<file path="src/rtl/ce_seq_pkg.sv">
// Shared types and helpers for the reset / clock-enable sequencer.
// State encoding is fixed so state_o is stable for debug tooling.
package ce_seq_pkg;

  localparam logic [2:0] ENC_RESET = 3'd0;
  localparam logic [2:0] ENC_HOLD  = 3'd1;
  localparam logic [2:0] ENC_GUARD = 3'd2;
  localparam logic [2:0] ENC_IDLE  = 3'd3;
  localparam logic [2:0] ENC_RUN   = 3'd4;
  localparam logic [2:0] ENC_DRAIN = 3'd5;

  typedef enum logic [2:0] {
    S_RESET = ENC_RESET,
    S_HOLD  = ENC_HOLD,
    S_GUARD = ENC_GUARD,
    S_IDLE  = ENC_IDLE,
    S_RUN   = ENC_RUN,
    S_DRAIN = ENC_DRAIN
  } seq_state_t;

  // Counter must hold the largest dwell time loaded into it.
  function automatic int cnt_width(input int hold, input int guard, input int drain);
    int m;
    m = hold;
    if (guard > m) m = guard;
    if (drain > m) m = drain;
    return (m < 1) ? 1 : $clog2(m + 1);
  endfunction

endpackage

</file>
<file path="src/rtl/ce_seq_timer.sv">
// Loadable down-counter timing state dwell. expire flags the last cycle
// of a loaded interval; the count parks at zero instead of wrapping.
module ce_seq_timer #(
  parameter int W = 3
) (
  input  logic         clk,
  input  logic         rst,
  input  logic         load,
  input  logic [W-1:0] value,
  output logic         expire
);

  logic [W-1:0] cnt;

  always_ff @(posedge clk) begin
    if (!rst)             cnt <= '0;
    else if (load)        cnt <= value;
    else if (cnt != '0)   cnt <= cnt - 1'b1;
  end

  assign expire = (cnt == W'(1));

endmodule

</file>
<file path="src/rtl/ce_rst_sequencer.sv">
// Sequences datapath reset and clock enable so ce never overlaps reset.
// Define CE_SEQ_ASSERT_EN to embed protocol assertions.
module ce_rst_sequencer
  import ce_seq_pkg::*;
#(
  parameter int HOLD_CYC  = 4,
  parameter int GUARD_CYC = 2,
  parameter int DRAIN_CYC = 2
) (
  input  logic       clk,
  input  logic       rst,
  input  logic       run_req,
  input  logic       stall,
  input  logic       soft_rst_req,
  output logic       rst_out,
  output logic       ce,
  output logic       ready,
  output logic [2:0] state_o
);

  localparam int CW = cnt_width(HOLD_CYC, GUARD_CYC, DRAIN_CYC);

  seq_state_t    state, nxt;
  logic          load, expire;
  logic [CW-1:0] load_val;

  always_comb begin
    nxt = state;
    unique case (state)
      S_RESET: nxt = S_HOLD;
      S_HOLD:  if (expire) nxt = S_GUARD;
      S_GUARD: begin
        if (soft_rst_req) nxt = S_DRAIN;
        else if (expire)  nxt = S_IDLE;
      end
      S_IDLE: begin
        if (soft_rst_req) nxt = S_DRAIN;
        else if (run_req) nxt = S_RUN;
      end
      S_RUN: begin
        if (soft_rst_req)  nxt = S_DRAIN;
        else if (!run_req) nxt = S_IDLE;
      end
      S_DRAIN: if (expire) nxt = S_HOLD;
      default: nxt = S_RESET;
    endcase
  end

  // Timer reloads on every state change; states without a dwell load zero.
  always_comb begin
    load     = (nxt != state);
    load_val = '0;
    case (nxt)
      S_HOLD:  load_val = CW'(HOLD_CYC);
      S_GUARD: load_val = CW'(GUARD_CYC);
      S_DRAIN: load_val = CW'(DRAIN_CYC);
      default: load_val = '0;
    endcase
  end

  ce_seq_timer #(.W(CW)) u_timer (
    .clk    (clk),
    .rst    (rst),
    .load   (load),
    .value  (load_val),
    .expire (expire)
  );

  // Outputs decode the next state so they are registered alongside it.
  always_ff @(posedge clk) begin
    if (!rst) begin
      state   <= S_RESET;
      rst_out <= 1'b1;
      ce      <= 1'b0;
      ready   <= 1'b0;
    end else begin
      state   <= nxt;
      rst_out <= (nxt == S_RESET) || (nxt == S_HOLD);
      ce      <= (nxt == S_RUN) && !stall;
      ready   <= (nxt == S_IDLE) || (nxt == S_RUN);
    end
  end

  assign state_o = state;

`ifdef CE_SEQ_ASSERT_EN
  a1_no_ce_in_reset: assert property (@(posedge clk) disable iff (!rst)
    rst_out |-> !ce)
    $info("A1 ok"); else $error("A1 rst_out with ce");

  a2_guard_after_release: assert property (@(posedge clk) disable iff (!rst)
    $fell(rst_out) |-> !ce [*GUARD_CYC])
    $info("A2 ok"); else $error("A2 ce inside guard window");

  a3_hold_until_guard: assert property (@(posedge clk) disable iff (!rst)
    (state == S_HOLD) |-> (rst_out s_until (state == S_GUARD)))
    $info("A3 ok"); else $error("A3 rst_out dropped during HOLD");
`endif

endmodule
</file>
<file path="config.mk">
export PLATFORM = sky130hd
export DESIGN_NAME = ce_rst_sequencer
export DESIGN_NICKNAME = d
export VERILOG_FILES = /design/src/rtl/ce_seq_pkg.sv /design/src/rtl/ce_seq_timer.sv /design/src/rtl/ce_rst_sequencer.sv
export SDC_FILE = /design/constraint.sdc
export NUM_CORES = 1
export LEC_CHECK = 0
export BUFFER_PORTS_ARGS = -buffer_cell sky130_fd_sc_hd__buf_2
export CORE_AREA = 2 2 39 41
export CTS_CLUSTER_DIAMETER = 80
export CTS_CLUSTER_SIZE = 10
export DETAILED_ROUTE_END_ITERATION = 16
export DIE_AREA = 0 0 41 43
export HOLD_SLACK_MARGIN = 0.05
export PLACE_DENSITY = 0.7
export SKIP_LAST_GASP = 1
export SLEW_MARGIN = 20
export SYNTH_ARGS = -nofsm -noshare
export SYNTH_HDL_FRONTEND = slang
export SYNTH_HIERARCHICAL = 1
export SYNTH_SLANG_ARGS = --single-unit
export TNS_END_PERCENT = 1
</file>
<file path="constraint.sdc">
create_clock -name clk -period 5.9 [get_ports clk]
set_input_delay 0 -clock clk [delete_from_list [all_inputs] [get_ports clk]]
set_output_delay 0 -clock clk [all_outputs]
set_load 0.05 [all_outputs]
</file>
==> results of run 1 <==
==> state kept, by name, summed over array words and instances, names as in the netlist <==
name,cells
ce,1
u_timer/cnt,3
rst_out,1
state_o,3
ready,1
==> cells in the final DEF (no fill, tap or decap), types with 2 or more instances in the layout <==
| cell | synthesis | routed |
|---|---|---|
| o21ai_0 | 2 | 2 |
| nor2b_1 | 6 | 6 |
| nand2_1 | 2 | 2 |
| a2111oi_1 | 2 | 2 |
| nand3_1 | 2 | 2 |
| a21oi_1 | 2 | 2 |
| ha_1 | 3 | 3 |
| nor3_1 | 2 | 2 |
| inv_1 | 6 | 6 |
| nor2b_2 | 2 | 2 |
| and2_1 | 2 | 2 |
| dfxtp_1 | 9 | 9 |
| dlygate4sd3_1 | 0 | 2 |
| clkbuf_4 | 0 | 3 |
| nand2b_1 | 4 | 4 |
| nor2_1 | 3 | 3 |
| nor4b_1 | 2 | 2 |
| xnor2_1 | 2 | 2 |
| buf_2 | 1 | 10 |
==> synthesized netlist by cell type, drive strengths merged <==
| cell type | instances |
|---|---|
| nor3b | 2 |
| and2 | 4 |
| o2bb2ai | 1 |
| a2111oi | 2 |
| conb | 1 |
| buf | 3 |
| nand3 | 2 |
| ha | 3 |
| nor2b | 8 |
| nor3 | 3 |
| and4bb | 2 |
| or2b | 1 |
| a22oi | 1 |
| a21boi | 1 |
| nand2 | 2 |
| a21oi | 2 |
| o32a | 1 |
| nor2 | 3 |
| o32ai | 2 |
| o311a | 1 |
| xnor2 | 2 |
| dfxtp | 9 |
| o21ai | 2 |
| and4b | 1 |
| nand2b | 4 |
| nor4b | 2 |
| inv | 6 |
==> per-layer routing <==
metal	vias to the layer above	routed length [um]	global-route usage, %
li1	276	-	-
met1	228	612	23.1
met2	10	532	23.4
met3	5	48	4.71
met4	0	42	12.0
met5	-	0	0
==> through the flow <==
step | hold slack [ns] | util [%] | area (um^2) | total power [mW]
after global routing | 0.224 | 52.8 | 731 | 0.218
after global placement | 0.172 | 49.5 | 684 | 0.153
final | 0.166 | 52.8 | 731 | 0.204
after detailed placement | 0.179 | 49.5 | 684 | 0.154
after CTS | 0.166 | 52.8 | 731 | 0.206
after floorplan | 0.0619 | - | 638 | 0.141
==> logic make-up (layout without fill, tap and decap cells) <==
logic type      Yosys count  count (layout)  synth area share, %
simple gates             34              34                 38.2
compound gates           13              13                 17.1
flops                     9               9                 28.2
xor+xnor                  2               2                 2.75
fa+ha+maj                 3               3                 5.88
other cells               1               1                0.588
buf+inv                   9              22                 7.25
==> worst paths after layout <==
path,startpoint,to,slack (ns),cells after the start
worst max-delay path,u_timer/cnt[1],u_timer/cnt[1],3.83,9
worst min-delay path,soft_rst_req,state_o[1],0.17,4
worst max register to register,u_timer/cnt[1],u_timer/cnt[1],3.83,9
worst min register to register,state_o[2],rst_out,0.63,2
==> critical path, delay by kind of cell (launching register included) <==
kind	cells	cell delay, ns
adders and majority gates	1	0.15
buffers and inverters	1	0.11
DFF	1	0.31
AOI/OAI and AO/OA	2	0.51
and+or+nand+nor	5	0.88
==> report_power, final <==
group,total (mW),switching [mW],internal (mW)
registers,0.0779,0.00909,0.0688
logic,0.0768,0.0427,0.0341
clock network,0.0497,0.0236,0.0262
total,0.204,0.0754,0.129
==> area by class of cell <==
class / count / area share [%]
multi-input cells: 53 / 56.3
flip-flops and latches: 9 / 24.7
repair buffers: 12 / 9.59
clock buffers: 4 / 3.60
inverters: 6 / 3.08
well taps: 16 / 2.74
==> run_results.csv, run 1 <==
group,metric,value,unit
status,status,"finished, final reports clean",
synthesis,yosysSeqAreaShare,28.2,%
drt,vias_per_cell,5.19,
clock_network,clock-sinks,9,
clock_network,cts_hold_buf,2,
finish,multi_input_area,412,um^2
critical_path,cp_cell_sequence,"inv_1, ha_1, nor2b_1, and4bb_1, nor3_4, and2_1, o21ai_0, nor2b_2, a2111oi_1",
critical_path,crit_path_end_kind,"flip-flop",
critical_path,arrival,2.23,ns
sta,setup_ws,3.83,ns
clock_network,numCtsBuffers,3,
die,die_y,43,um
synthesis,syn_area,638,um^2
critical_path,startpoint_type,"flip-flop",
global_routing,grtUsageTotal,17.4,%
synthesis,synth_top_area_cell,"dfxtp_1",
critical_path,setup.worst_path.class,"reg -> reg",
finish,area_delta_synth_final,14.5,%
sta,fin_crit_sh,35.0,%
synthesis,yosysWarningCount,6,
synthesis,ys_types,36,
clock_network,cts_htree_levels,1,
global_routing,grt_pass1_vias,485,
clock_network,cts_resized,0,
critical_path,critPathMaxFanout,5,
placement,dp_hpwl,889,um
clock_network,cts_tree,"done",
placement,gp_congestion,0.693,
placement,dp_cells,94,
critical_path,critPathSlowestCell,"dfxtp_1",
die,start_util,46.1,%
synthesis,synth_top_area_share,28.2,%
sta,layout_min_cycle_time,2.07,ns
finish,drive_gt1_share,25.0,%
drt,wire_per_inst,12.4,um
drt,postRouteAntennaNets,0,
clock_network,path_clk_slew,0.06,ns
flow_run,drv_cap,0,
sta,setup_viol,0,
synthesis,syn_area_per_cell,8.99,um^2
critical_path,max_stage_delay,0.31,ns
placement,dpl_worst_slack,3.85,ns
global_routing,grt_pass1_wl,2010,um
global_routing,grt-ovfl-total,0,
sta,skew,0.00809,ns
drt,drt-total-wl,1240,um
finish,fin_cells,100,
finish,diodes,0,
clock_network,clock_path_buffers,2,
hold_path,hold_path_class,"in -> reg",
clock_network,cts_setup_buffers,0,
drt,drc_errors,0,
power_and_ir_drop,vdd_drop_max,0.171,mV
global_routing,antenna_found_initial,0,
synthesis,syn_nets,79,
drt,via_count,519,
synthesis,synth_cells,71,
power_and_ir_drop,p_leak,0.299,nW
power_and_ir_drop,power_density,280,mW/mm^2
clock_network,cts_root_buffer,"clkbuf_4",
die,pin_count,11,
die,coreArea,0.00138,mm^2
finish,fillCellCount,141,
die,rows,14,
drt,drt_iter0_drc,6,
finish,final-seq-area,180,um^2
drt,drtPass1Iterations,2,
die,dieArea,0.00176,mm^2
sta,slew_violations,0,
sta,hold_violations,0,
sta,rsz0062_at_grt,"false",
global_routing,grt_start_max_net_pins,12,
synthesis,ys_top_cells_by_area,"dfxtp_1 28%, ha_1 5.9%, nor2b_1 5.9%",
critical_path,crit_required,6.06,ns
clock_network,insertion_delay,0.27,ns
synthesis,ys_ff_latch,9,
placement,port_buffers,10,
finish,nets,93,
die,die_w,41,um
sta,clock.fmax,0.484,GHz
sta,tns,0,ns
Note: power is estimated with default switching activity, not from simulation.
==> run 2: changes to the inputs <==
clock period = 2.2 ns   (was 5.9 ns; I/O delays follow)
==> run_results.csv, run 2 (synthesized netlist as in run 1, its figures left out) <==
group,metric,value,unit
drt,drt-total-wl,1100,um
power_and_ir_drop,power_density,733,mW/mm^2
die,die_w,41,um
critical_path,critPathMaxFanout,5,
finish,final_area,731,um^2
sta,layout_min_cycle_time,2.08,ns
finish,multi_input_area,412,um^2
drt,drc_errors,0,
die,pin_count,11,
finish,nets,93,
power_and_ir_drop,internal_power,0.345,mW
placement,port_buffers,10,
clock_network,cts_root_buffer,"clkbuf_4",
die,rows,14,
placement,dp_cells,94,
sta,clock.fmax,0.480,GHz
finish,mostFrequentLayoutCell,"buf_2",
power_and_ir_drop,p_comb_share,37.7,%
clock_network,numCtsBuffers,3,
clock_network,cts_htree_levels,1,
sta,setup_ws,0.116,ns
die,coreArea,0.00138,mm^2
flow_run,drv_cap,0,
drt,via_count,522,
critical_path,crit_required,2.34,ns
power_and_ir_drop,swShare,35.6,%
finish,most-common-layout-cells,"10 x buf_2, 9 x dfxtp_1, 6 x inv_1, 6 x nor2b_1, 4 x nand2b_1",
global_routing,antenna_found_initial,0,
global_routing,grt_pass1_wl,1820,um
power_and_ir_drop,vdd_drop_max,0.335,mV
sta,hold_violations,0,
placement,gp_congestion,0.732,
placement,postPlaceCellArea,684,um^2
sta,setup_viol,0,
clock_network,cts_resized,0,
global_routing,grtUsageTotal,15.0,%
drt,drt_iter0_drc,3,
placement,dp_hpwl,808,um
critical_path,crit_path_end_kind,"flip-flop",
clock_network,cts_setup_buffers,0,
sta,fin_crit_sh,94.7,%
drt,postRouteAntennaNets,0,
power_and_ir_drop,finalPower,0.536,mW
clock_network,clock_path_buffers,2,
global_routing,grt-ovfl-total,0,
sta,rsz0062_at_grt,"false",
finish,fin_cells,100,
hold_path,hold_path_class,"in -> reg",
finish,drive_gt1_share,25.0,%
clock_network,path_clk_slew,0.06,ns
power_and_ir_drop,p_leak,0.299,nW
drt,vias_per_cell,5.22,
sta,tns,0,ns
power_and_ir_drop,seq_power_share,38.9,%
finish,area_delta_synth_final,14.5,%
power_and_ir_drop,pwr-share-clk,23.4,%
status,status,"finished, final reports clean",
placement,dpl_worst_slack,0.150,ns
global_routing,grt_pass1_vias,452,
critical_path,arrival,2.22,ns
finish,final-seq-area,180,um^2
global_routing,grt_start_max_net_pins,12,
drt,wire_per_inst,11.0,um
clock_network,insertion_delay,0.25,ns
clock_network,clock-sinks,9,
finish,fillCellCount,136,
sta,whs,0.170,ns
finish,diodes,0,
power_and_ir_drop,p_sw,0.191,mW
clock_network,cts_hold_buf,2,
finish,fin_util,52.8,%
clock_network,cts_tree,"done",
die,die_y,43,um
die,start_util,46.1,%
critical_path,setup.worst_path.class,"reg -> reg",
drt,drtPass1Iterations,2,
critical_path,startpoint_type,"flip-flop",
sta,slew_violations,0,
sta,skew,0.00342,ns
die,dieArea,0.00176,mm^2
## run 2: cell counts in the layout (fill, tap and decap cells not counted)
No cell type changed its count.
## run 2: power groups by stage
| stage | sequential [mW] | combinational [mW] | clock (mW) |
|---|---|---|---|
| detailed placement | 0.212 | 0.200 | 0 |
| floorplan | 0.232 | 0.146 | 0 |
| global placement | 0.212 | 0.197 | 0 |
| global route | 0.213 | 0.224 | 0.143 |
| finish | 0.208 | 0.202 | 0.125 |
| CTS | 0.208 | 0.203 | 0.129 |
## run 2: cell type report
| class | instances | area share (%) |
|---|---|---|
| clock buffers | 4 | 3.60 |
| well taps | 16 | 2.74 |
| flip-flops and latches | 9 | 24.7 |
| repair buffers | 12 | 9.59 |
| multi-input cells | 53 | 56.3 |
| inverters | 6 | 3.08 |
## run 2: worst max-delay path, stage by stage, from the launching register on
cell	delay (ns)
dfxtp_1	0.31
inv_1	0.10
ha_1	0.15
nor2b_1	0.31
and4bb_1	0.31
nor3_4	0.07
and2_1	0.17
o21ai_0	0.19
nor2b_2	0.06
a2111oi_1	0.30
## run 2: final timing paths
kind / start / to / slack, ns / cells past startpoint
max: u_timer/cnt[1] / u_timer/cnt[1] / 0.12 / 9
max reg2reg: u_timer/cnt[1] / u_timer/cnt[1] / 0.12 / 9
min: soft_rst_req / state_o[1] / 0.17 / 4
min reg2reg: state_o[2] / rst_out / 0.63 / 2
## run 2: routing by layer
layer / global-route usage (%) / vias to the layer above / wire length [um]
li1: - / 274 / -
met2: 19.7 / 7 / 469
met3: 4.71 / 0 / 43
met4: 6.00 / 0 / 0
met5: 0 / - / 0
met1: 22.1 / 241 / 582
==> run 3: changes to the inputs <==
CTS_BUF_LIST = sky130_fd_sc_hd__clkbuf_2   (was unset)
==> run_results.csv, run 3 (synthesized netlist as in run 1, its figures left out) <==
group,metric,value,unit
drt,drtPass1Iterations,2,
sta,rsz0062_at_grt,"false",
finish,mostFrequentLayoutCell,"buf_2",
sta,fin_crit_sh,90.6,%
placement,gp_congestion,0.732,
sta,slew_violations,0,
placement,port_buffers,10,
drt,postRouteAntennaNets,0,
critical_path,startpoint_type,"flip-flop",
sta,setup_viol,0,
hold_path,hold_path_class,"in -> reg",
die,die_w,41,um
drt,via_count,519,
drt,wire_per_inst,11.1,um
sta,clock.fmax,0.502,GHz
global_routing,grt_pass1_wl,1840,um
flow_run,drv_cap,0,
power_and_ir_drop,power_density,711,mW/mm^2
clock_network,insertion_delay,0.24,ns
finish,fin_util,52.5,%
global_routing,grt-ovfl-total,0,
drt,drt_iter0_drc,6,
finish,area_delta_synth_final,13.9,%
drt,vias_per_cell,5.19,
clock_network,cts_root_buffer,"clkbuf_2",
hold_path,hold_path.startpoint,"soft_rst_req",
sta,layout_min_cycle_time,1.99,ns
drt,drt-total-wl,1110,um
global_routing,antenna_found_initial,0,
die,dieArea,0.00176,mm^2
power_and_ir_drop,p_leak,0.301,nW
finish,most-common-layout-cells,"10 x buf_2, 9 x dfxtp_1, 6 x inv_1",
sta,setup_ws,0.206,ns
clock_network,clock_path_buffers,2,
finish,drive_gt1_share,27.4,%
critical_path,reg2reg_from,"u_timer/cnt[1]",
status,status,"finished, final reports clean",
global_routing,grt_pass1_vias,461,
finish,diodes,0,
critical_path,critPathLaunch,"u_timer/cnt[1]",
placement,dpl_worst_slack,0.150,ns
global_routing,grt_start_max_net_pins,12,
critical_path,crit_path_end_kind,"flip-flop",
clock_network,cts_tree,"done",
die,coreArea,0.00138,mm^2
sta,tns,0,ns
critical_path,setup.worst_path.class,"reg -> reg",
die,pin_count,11,
clock_network,path_clk_slew,0.09,ns
sta,hold_violations,0,
global_routing,grtUsageTotal,15.2,%
critical_path,crit_required,2.33,ns
die,rows,14,
critical_path,arrival,2.12,ns
power_and_ir_drop,vdd_drop_max,0.332,mV
placement,dp_hpwl,808,um
die,die_y,43,um
die,start_util,46.1,%
clock_network,numCtsBuffers,3,
clock_network,clock-sinks,9,
critical_path,critPathMaxFanout,5,
drt,drc_errors,0,
finish,nets,93,
clock_network,cts_htree_levels,1,
sta,skew,0.00163,ns
-- run 3: cell types whose count changed in the layout (fill, tap and decap cells not counted) --
cell	before	now
clkbuf_1	1	0
clkbuf_2	0	4
clkbuf_4	3	0
nor2b_1	6	5
nor2b_2	2	3
o21ai_0	2	1
o21ai_1	0	1
-- run 3: repair_timing --
item,CTS,global route
endpoints found under the hold margin,3,0
setup endpoints to repair,0,1
hold buffers,2,0
setup buffers,0,0
gates resized for setup,0,2
-- run 3: per-layer routing --
metal | share of wire (%) | GRT usage [%]
met5 | 0 | 0
met4 | 0 | 6.00
met3 | 3.8 | 4.71
met2 | 43 | 19.7
met1 | 53 | 22.9
-- run 3: path summary, 6_finish.rpt --
| path | to | slack [ns] | cells after the start |
|---|---|---|---|
| setup reg to reg | u_timer/cnt[1] | 0.21 | 9 |
| setup / recovery | u_timer/cnt[1] | 0.21 | 9 |
| hold / removal | state_o[1] | 0.18 | 4 |
| hold reg to reg | rst_out | 0.64 | 2 |
-- run 3: final cells by class --
| type | instances | area, um^2 |
|---|---|---|
| clock buffer | 4 | 20.0 |
| sequential | 9 | 180 |
| multi-input combinational | 53 | 414 |
| inverter | 6 | 22.5 |
| timing repair buffer | 12 | 70.1 |
| fill | 142 | 657 |
| tap | 16 | 20.0 |
-- run 3: critical path: stages, from the launching register on --
cell and delay (ns):
dfxtp_1 0.32, inv_1 0.10, ha_1 0.15, nor2b_2 0.23, and4bb_1 0.29, nor3_4 0.07
and2_1 0.17, o21ai_0 0.19, nor2b_2 0.06, a2111oi_1 0.30
-- run 3: where the power goes --
| part | internal [mW] | total (mW) | switching, mW | leakage [nW] |
|---|---|---|---|---|
| sequential | 0.184 | 0.209 | 0.0247 | 0.0740 |
| combinational | 0.0917 | 0.203 | 0.111 | 0.210 |
| clock | 0.0483 | 0.105 | 0.0570 | 0.0166 |
-- run 3: stage by stage --
stage | instance area, um^2 | instances | power [mW] | hold WS [ns]
6_report | 727 | 100 | 0.517 | 0.181
5_1_grt | 727 | 100 | 0.558 | 0.210
4_1_cts | 724 | 100 | 0.521 | 0.179
3_5_place_dp | 684 | 94 | 0.411 | 0.173
3_3_place_gp | 684 | 94 | 0.409 | 0.169
2_1_floorplan | 638 | 71 | 0.378 | 0.0619
